## config.mk

```make
export PLATFORM = sky130hd
export DESIGN_NAME = serial_adder_ctrl_flat
export DESIGN_NICKNAME = d
export VERILOG_FILES = /design/src/rtl/serial_adder_ctrl_pkg.sv /design/src/rtl/serial_adder_ctrl_if.sv /design/src/rtl/serial_adder_ctrl_full_adder.sv /design/src/rtl/serial_adder_ctrl.sv /design/src/flat_wrapper.sv
export SDC_FILE = /design/constraint.sdc
export NUM_CORES = 1
export LEC_CHECK = 0
export ABC_CLOCK_PERIOD_IN_PS = 1950
export BUFFER_PORTS_ARGS = -buffer_cell sky130_fd_sc_hd__buf_4
export CAP_MARGIN = 0
export CORE_MARGIN = 10
export CORE_UTILIZATION = 54
export DETAILED_ROUTE_END_ITERATION = 10
export PLACE_DENSITY = 0.77
export SETUP_SLACK_MARGIN = 0.5
export SYNTH_ARGS = -nofsm -noshare
export SYNTH_HDL_FRONTEND = slang
export SYNTH_SLANG_ARGS = --single-unit
```

## constraint.sdc

```tcl
create_clock -name clk -period 1.95 [get_ports clk]
set_input_delay 0.195 -clock clk [delete_from_list [all_inputs] [get_ports clk]]
set_output_delay 0.195 -clock clk [all_outputs]
set_load 0.01 [all_outputs]
```

## src/rtl/serial_adder_ctrl_pkg.sv

```systemverilog
// Shared definitions for the bit-serial adder controller: FSM encoding and
// default datapath sizing.
package serial_adder_ctrl_pkg;

  localparam int DEFAULT_WIDTH = 8;
  localparam int DEFAULT_CNT_W = 5;

  typedef enum logic [1:0] {
    IDLE = 2'b00,
    RUN  = 2'b01,
    DONE = 2'b10
  } state_t;

endpackage

```

## src/rtl/serial_adder_ctrl_if.sv

```systemverilog
// Start/busy/done handshake plus operand and result bus of the serial adder.
// The requester uses the master modport, the adder the slave modport.
interface serial_adder_ctrl_if
  import serial_adder_ctrl_pkg::*;
#(
  parameter int WIDTH = DEFAULT_WIDTH
);

  logic             start;
  logic [WIDTH-1:0] a;
  logic [WIDTH-1:0] b;
  logic             c_in;
  logic             busy;
  logic             done;
  logic [WIDTH-1:0] sum;
  logic             c_out;
  logic             overflow;

  modport master (
    output start, a, b, c_in,
    input  busy, done, sum, c_out, overflow
  );

  modport slave (
    input  start, a, b, c_in,
    output busy, done, sum, c_out, overflow
  );

endinterface

```

## src/rtl/serial_adder_ctrl_full_adder.sv

```systemverilog
// The team's 1-bit full-adder cell; the only arithmetic element of the
// serial adder.
module full_adder (
  input  logic a,
  input  logic b,
  input  logic c_in,
  output logic product,
  output logic c_out
);

  assign product = a ^ b ^ c_in;
  assign c_out   = (a & b) | (c_in & (a ^ b));

endmodule

```

## src/rtl/serial_adder_ctrl.sv

```systemverilog
// Bit-serial WIDTH-bit adder: one operand bit pair per cycle, LSB first,
// through a single full-adder cell, with a start/busy/done handshake.
module serial_adder_ctrl
  import serial_adder_ctrl_pkg::*;
#(
  parameter int WIDTH = DEFAULT_WIDTH,
  parameter int CNT_W = DEFAULT_CNT_W
) (
  input  logic                clk,
  input  logic                rst_n,
  serial_adder_ctrl_if.slave  bus
);

  localparam logic [CNT_W-1:0] LAST_CNT = CNT_W'(WIDTH - 1);

  state_t           state;
  logic [WIDTH-1:0] a_sh;
  logic [WIDTH-1:0] b_sh;
  logic [WIDTH-1:0] s_sh;
  logic [WIDTH-1:0] s_next;
  logic             carry;
  logic [CNT_W-1:0] cnt;
  logic             fa_sum;
  logic             fa_cout;
  logic             last_bit;

  full_adder u_fa (
    .a       (a_sh[0]),
    .b       (b_sh[0]),
    .c_in    (carry),
    .product (fa_sum),
    .c_out   (fa_cout)
  );

  // Written as shift-then-insert so the same code covers WIDTH=1.
  always_comb begin
    s_next            = s_sh >> 1;
    s_next[WIDTH-1]   = fa_sum;
  end

  assign last_bit = (cnt == LAST_CNT);

  always_ff @(posedge clk or negedge rst_n) begin
    if (!rst_n) begin
      state        <= IDLE;
      a_sh         <= '0;
      b_sh         <= '0;
      s_sh         <= '0;
      carry        <= 1'b0;
      cnt          <= '0;
      bus.busy     <= 1'b0;
      bus.done     <= 1'b0;
      bus.sum      <= '0;
      bus.c_out    <= 1'b0;
      bus.overflow <= 1'b0;
    end else begin
      case (state)
        IDLE: begin
          bus.done <= 1'b0;
          if (bus.start) begin
            a_sh     <= bus.a;
            b_sh     <= bus.b;
            carry    <= bus.c_in;
            cnt      <= '0;
            s_sh     <= '0;
            bus.busy <= 1'b1;
            state    <= RUN;
          end
        end
        RUN: begin
          s_sh  <= s_next;
          a_sh  <= a_sh >> 1;
          b_sh  <= b_sh >> 1;
          carry <= fa_cout;
          cnt   <= cnt + CNT_W'(1);
          // carry still holds the carry into the MSB on the final edge.
          if (last_bit) begin
            bus.sum      <= s_next;
            bus.c_out    <= fa_cout;
            bus.overflow <= carry ^ fa_cout;
            bus.busy     <= 1'b0;
            bus.done     <= 1'b1;
            state        <= DONE;
          end
        end
        DONE: begin
          bus.done <= 1'b0;
          state    <= IDLE;
        end
        default: begin
          bus.busy <= 1'b0;
          bus.done <= 1'b0;
          state    <= IDLE;
        end
      endcase
    end
  end

endmodule

```

## src/flat_wrapper.sv

```systemverilog
// flat-port wrapper written by rule: the top's interface ports become plain ports
module serial_adder_ctrl_flat import serial_adder_ctrl_pkg::*;
#(
  parameter int WIDTH = DEFAULT_WIDTH,
  parameter int CNT_W = DEFAULT_CNT_W
)
  (clk, rst_n, bus_start, bus_a, bus_b, bus_c_in, bus_busy, bus_done, bus_sum, bus_c_out, bus_overflow);
  serial_adder_ctrl_if #(.WIDTH(WIDTH)) bus_i ();
  input  logic clk;
  input  logic rst_n;
  input wire logic [$bits(bus_i.start)-1:0] bus_start;
  input wire logic [$bits(bus_i.a)-1:0] bus_a;
  input wire logic [$bits(bus_i.b)-1:0] bus_b;
  input wire logic [$bits(bus_i.c_in)-1:0] bus_c_in;
  output wire logic [$bits(bus_i.busy)-1:0] bus_busy;
  output wire logic [$bits(bus_i.done)-1:0] bus_done;
  output wire logic [$bits(bus_i.sum)-1:0] bus_sum;
  output wire logic [$bits(bus_i.c_out)-1:0] bus_c_out;
  output wire logic [$bits(bus_i.overflow)-1:0] bus_overflow;
  assign bus_i.start = bus_start;
  assign bus_i.a = bus_a;
  assign bus_i.b = bus_b;
  assign bus_i.c_in = bus_c_in;
  assign bus_busy = bus_i.busy;
  assign bus_done = bus_i.done;
  assign bus_sum = bus_i.sum;
  assign bus_c_out = bus_i.c_out;
  assign bus_overflow = bus_i.overflow;
  serial_adder_ctrl #(.WIDTH(WIDTH), .CNT_W(CNT_W)) u_core (.clk(clk), .rst_n(rst_n), .bus(bus_i));
endmodule
```

==> results of run 1 <==
-- state kept, by name, summed over array words and instances, names as in the netlist --
register / count
u_core.bus.c_out: 1
u_core.state: 2
u_core.bus.done: 1
u_core.s_sh: 7
u_core.carry: 1
u_core.bus.overflow: 1
u_core.a_sh: 8
u_core.bus.sum: 8
u_core.b_sh: 8
u_core.cnt: 5
u_core.bus.busy: 1
-- synthesized netlist by cell type, types with 2 or more instances --
master / n / share of area
mux2_4: 9 / 0.073
clkbuf_1: 2 / 0.0041
nor2b_1: 6 / 0.020
mux2_2: 2 / 0.012
buf_2: 6 / 0.016
inv_1: 2 / 0.0041
nor2_1: 4 / 0.0081
nand4_1: 2 / 0.0068
dfrtp_1: 43 / 0.58
mux2i_1: 2 / 0.011
a22oi_1: 15 / 0.061
a22o_1: 11 / 0.052
a21oi_1: 3 / 0.0081
o21ai_0: 17 / 0.046
nand2_1: 15 / 0.031
-- worst paths after layout --
path	end
hold reg to reg	u_core.a_sh[2]
max in group asynchronous	u_core.state[1]
hold / removal	u_core.a_sh[7]
min in group asynchronous	u_core.s_sh[6]
setup reg to reg	u_core.bus.sum[4]
setup / recovery	u_core.bus.sum[4]
-- layout make-up --
| cell class | instances | area share |
|---|---|---|
| timing repair buffer | 45 | 0.151 |
| inverter | 2 | 0.00322 |
| multi-input combinational | 97 | 0.330 |
| clock buffer | 8 | 0.0295 |
| sequential | 43 | 0.462 |
| tap | 46 | 0.0247 |
-- power breakdown --
part	switching (uW)	leakage [uW]	internal (uW)
registers	268	0.000558	1250
clock network	265	0.0000386	212
logic	597	0.000542	748
total	1130	0.00114	2210
-- stage by stage --
step,power (uW),instance area [um2],hold WS [ns],setup WS [ns]
after floorplan,2280,1850,-0.101,0.525
after global placement,2650,2130,0.202,0.396
after detailed placement,2720,2130,0.211,0.331
after CTS,3290,2260,0.0494,0.507
after global routing,3590,2330,0.0292,0.488
final,3340,2330,0.0651,0.542
-- logic make-up after synthesis --
| kind of cell | after synthesis |
|---|---|
| adder cells (fa/ha/maj) | 2 |
| buffers and inverters | 11 |
| AO/OA/AOI/OAI | 48 |
| AND/OR/NAND/NOR | 32 |
| flip-flops | 43 |
| XOR/XNOR | 1 |
| multiplexers | 13 |
-- layer usage --
layer	vias to the layer above	track usage	part of all wire
met2	33	0.189	0.50
met5	-	0	0
li1	632	-	-
met4	0	0.0484	0.014
met1	658	0.151	0.41
met3	6	0.0695	0.074
-- what timing repair did --
item                                    4_1_cts  5_1_grt
endpoints found under the setup margin       33       13
hold endpoints to repair                     43        0
setup buffers                                 4        5
gates resized for setup                       6        3
pin swaps                                     0        1
hold buffers                                  1        0
gates cloned                                  0        1
-- worst register-to-register path, cell delays in order, from the launching register on --
cell	delay, ns
dfrtp_1	0.42
ha_4	0.16
and4bb_4	0.31
nand2_4	0.10
mux2_4	0.30
==> results_dict.tcl, run 1 <==
set metrics [dict create \
    outcome "completed" \
    fin_util 0.705 \
    instances_no_fill 241 \
    die_w_um 78.5 \
    hold_class "in -> reg" \
    cp_data_required_time_ns 2.19 \
    synthAdderAreaFrac 0.0176 \
    drive_gt1_frac 0.369 \
    synth_edf_count 0 \
    period_needed_ns 1.41 \
    async_flop_share 1.00 \
    seq_area_frac_synth 0.583 \
    slew_viol_final 0 \
    critPathMaxStageDelay_ns 0.42 \
    min_from "bus_a[7]" \
    antenna_found_initial 0 \
    finalHoldViolations 0 \
    final_nets 216 \
    die-height_um 78.5 \
    start_util 0.557 \
    fmax_mhz 710 \
    rr_startpoint "u_core.cnt[0]" \
    tns_ns 0 \
    cts.sinks 43 \
    cts_root_buf "clkbuf_4" \
    drt_iter0_drc 112 \
    crit_start "u_core.cnt[0]" \
    cts_made_buffers 5 \
    syn2layout_area_growth_pct 26.4 \
    place.gp.congestion 0.774 \
    r2r_cells 4 \
    critical-path-top-delay-family "flip-flops" \
    clkTransAtPathRegs_ns 0.11 \
    grt_setup_unrepaired "false" \
    grt_pass1_wl_mm 6.37 \
    grt_usage 0.127 \
    diodes 0 \
    dp.cells 222 \
    cts_buffer_depth 2 \
    grt-ovfl-total 0 \
    yosys_most_used_dff "dfrtp_1" \
    hpwl_mm 2.65 \
    coreArea_um2 3310 \
    cp.arrival_ns 1.65 \
    crit_buf_inv 0 \
    grt_pass1_vias 1383 \
    cts_tree "built" \
    worstSkewPairLatency_ns 0.35 \
    final_common_cell "buf_4" \
    synth_seq_cells 43 \
    io_buffers 31 \
    maxCapViolations 0 \
    drtPass1Iterations 4 \
    leakagePower_uw 0.00114 \
    tightest_slew_ns 0.528 \
    r2r_setup_slack_ns 0.54 \
    vdd_drop_max_mv 0.736 \
    detail-route-antenna-nets 0 \
    setup-violations-final 0 \
    final_cell_mix "buf_4, dfrtp_1, o21ai_0" \
    via_per_inst 5.51 \
    fin_skew_ns 0.00826 \
    syn-num-nets 172 \
    critPathMaxFanout 5 \
    multi_input_area_um2 769 \
    yosys.area_share.xor_xnor 0.00475 \
    grt_start_max_net_pins 44 \
    routed_wl_mm 3.85 \
    synth_mux_area_frac 0.0963 \
    cp.depth 4 \
    fillCellCount 252 \
    drc 0 \
    yosysWarningCount 0 \
    maxSlewHeadroom 0.648 \
    timing.final.crit_share 0.722 \
    postSynthCellCount 150 \
    synthDistinctLibCells 26 \
    cp_slowest_cell "dfrtp_1" \
    cts-htree-levels 2 \
    crit_path_end_kind "register" \
    start_kind "register" \
    synth_area_um2 1850 \
    num_rows 21 \
    hold-path-cell-count 2 \
    cp_cell_sequence "ha_4 > and4bb_4 > nand2_4 > mux2_4" \
    synth_top_family_by_area "compound AO/OA/AOI/OAI gates" \
    wl_per_cell_um 16.0 \
    synth_compound_area_frac 0.176 \
    synthSimpleGateAreaFrac 0.0915 \
    dieArea_um2 6160 \
    ios 32 \
    pwr_density_cell_nw_per_um2 1430 \
    avgSynthCellArea_um2 12.3 \
    regArea_um2 1080 \
    routed-via-count 1329 \
    critPathKind "reg -> reg" \
]
No activity file was read; power rests on OpenSTA's default activity.
==> run 2: changes to the inputs <==
--- a/config.mk
+++ b/config.mk
@@ -5,7 +5,7 @@
 export SDC_FILE = /design/constraint.sdc
 export NUM_CORES = 1
 export LEC_CHECK = 0
-export ABC_CLOCK_PERIOD_IN_PS = 1950
+export ABC_CLOCK_PERIOD_IN_PS = 1400
 export BUFFER_PORTS_ARGS = -buffer_cell sky130_fd_sc_hd__buf_4
 export CAP_MARGIN = 0
 export CORE_MARGIN = 10
==> constraint.sdc (replaced) <==
create_clock -name clk -period 1.4 [get_ports clk]
set_input_delay 0.14 -clock clk [delete_from_list [all_inputs] [get_ports clk]]
set_output_delay 0.14 -clock clk [all_outputs]
set_load 0.01 [all_outputs]
==> run 2 against run 1 <==
  * The flow now finishes with violations (negative setup slack)
  * Cell area is 20% higher
  * Clock power is 33% higher
  * Sequential share of layout area is 7.5 points lower
  * Sequential power is 45% higher
  * Global-route usage is 3.4 points higher
  * Combinational power is 130% higher
  * Maximum frequency is 1.6% lower
  * Largest cell class unchanged
  * Highest routed layer unchanged
==> results_dict.tcl, run 2 (synthesized netlist as in run 1, its figures left out) <==
set metrics [dict create \
    outcome "finished with violations" \
    violations "negative setup slack" \
    fmax_mhz 699 \
    grt-ovfl-total 0 \
    r2r-end "u_core.bus.sum[1]" \
    cts_buffer_depth 2 \
    drt_iter0_drc 173 \
    final_cell_mix "buf_4, dfrtp_1, buf_6" \
    cts_made_buffers 5 \
    die-height_um 78.5 \
    setup-violations-final 10 \
    num_rows 21 \
    finalHoldViolations 0 \
    io_buffers 31 \
    place.gp.congestion 0.737 \
    hold_end "u_core.a_sh[4]" \
    critPathKind "reg -> reg" \
    via_per_inst 5.63 \
    power.total_uw 5880 \
    critPathMaxFanout 5 \
    post_dp_cell_area_um2 2240 \
    clkTransAtPathRegs_ns 0.12 \
    start_kind "register" \
    r2r_cells 4 \
    cts_tree "built" \
    fin_hold_ws_ns 0.0252 \
    crit_path_end_kind "register" \
    fin_area_um2 2790 \
    rr_startpoint "u_core.cnt[1]" \
    dp.cells 234 \
    leakagePower_uw 0.00138 \
    cp_data_required_time_ns 1.67 \
    reg_top3 "u_core.a_sh: 8 flops, u_core.b_sh: 8 flops, u_core.bus.sum: 8 flops" \
    vdd_drop_max_mv 0.977 \
    hold_class "in -> reg" \
    fin_skew_ns 0.0100 \
    coreArea_um2 3310 \
    cts.sinks 43 \
    grt_start_max_net_pins 44 \
    final_nets 248 \
    worstSkewPairLatency_ns 0.37 \
    die_w_um 78.5 \
    hold-path-cell-count 3 \
    syn2layout_area_growth_pct 51.1 \
    hpwl_mm 2.75 \
    wl_per_cell_um 20.1 \
    final_common_cell "buf_4" \
    start_util 0.557 \
    dieArea_um2 6160 \
    period_needed_ns 1.43 \
    pwr_density_cell_nw_per_um2 2110 \
    antenna_found_initial 0 \
    slew_viol_final 0 \
    cp.arrival_ns 1.70 \
    tns_ns -0.205 \
    regArea_um2 1080 \
    cts-htree-levels 2 \
    grt_usage 0.161 \
    detail-route-antenna-nets 0 \
    routed-via-count 1532 \
    grt_pass1_vias 1619 \
    multi_input_area_um2 876 \
    drive_gt1_frac 0.575 \
    setup_slack_ns -0.0312 \
    grt_pass1_wl_mm 8.02 \
    fillCellCount 162 \
    min_from "bus_a[4]" \
    instances_no_fill 272 \
    maxCapViolations 0 \
    maxSlewHeadroom 0.641 \
    drc 0 \
    drtPass1Iterations 4 \
    timing.final.crit_share 1.02 \
    diodes 0 \
    grt_setup_unrepaired "true" \
    r2r_setup_slack_ns -0.03 \
    cts_root_buf "clkbuf_4" \
    routed_wl_mm 5.47 \
    ios 32 \
    tightest_slew_ns 0.539 \
]
## run 2: cell count changes in the layout (fill, tap and decap cells not counted), moves of 2 or more
cell           delta
nand2_4           +2
nand2_2           +8
o21ai_2           +7
buf_4             +2
buf_6            +27
dlygate4sd3_1     +2
o21ai_0          -17
a22oi_2           +6
a22oi_1           -6
nand2_1          -10
o21ai_1          +10
## run 2: how the worst max path moves through the flow
stage                        from                 to  slack, ns  depth (start not counted)
global placement    u_core.cnt[1]  u_core.bus.sum[0]       0.02                          4
floorplan           u_core.cnt[0]   u_core.bus.c_out      -0.01                          5
global route        u_core.cnt[1]  u_core.bus.sum[1]      -0.08                          4
finish              u_core.cnt[1]  u_core.bus.sum[1]      -0.03                          4
CTS                 u_core.cnt[1]  u_core.bus.sum[4]       0.02                          4
detailed placement  u_core.cnt[1]  u_core.bus.sum[0]      -0.03                          4
## run 2: critical path, stage by stage, from the launching register on
cell and delay, ns:
dfrtp_1 0.40, ha_2 0.20, and4bb_4 0.32, nand2_4 0.10, mux2_4 0.31
## run 2: repair_timing
item                       CTS  global route
hold endpoints to repair    45             0
resized for setup           47            20
buffers inserted            19             6
gates cloned                 3             0
hold buffers                 3             0
setup endpoints to repair   55            55
pin swaps                   13             4
## run 2: where the power goes
part / internal (uW) / leakage [uW] / switching [uW] / total (uW)
Clock: 233 / 0.0000341 / 404 / 637
Combinational: 1790 / 0.000789 / 1270 / 3050
Sequential: 1740 / 0.000558 / 451 / 2190
Total: 3760 / 0.00138 / 2120 / 5880
## run 2: final cells by class
| cell class | count | share of cell area |
|---|---|---|
| Clock inverter | 1 | 0.00179 |
| Clock buffer | 6 | 0.0184 |
| Inverter | 2 | 0.00269 |
| Timing Repair Buffer | 77 | 0.256 |
| Sequential cell | 43 | 0.386 |
| Multi-Input combinational cell | 97 | 0.314 |
| Tap cell | 46 | 0.0206 |
## run 2: metrics by stage
stage	worst slack (ns)	utilization
after floorplan	-0.0137	-
after global placement	0.0167	0.675
after detailed placement	-0.0271	0.675
after CTS	0.0220	0.808
after global routing	-0.0822	0.842
final	-0.0312	0.842
## run 2: metal layers
layer  part of all wire  global-route usage
met2               0.53               0.273
met3              0.047              0.0569
met5                  0                   0
met4              0.014              0.0556
met1               0.41               0.184
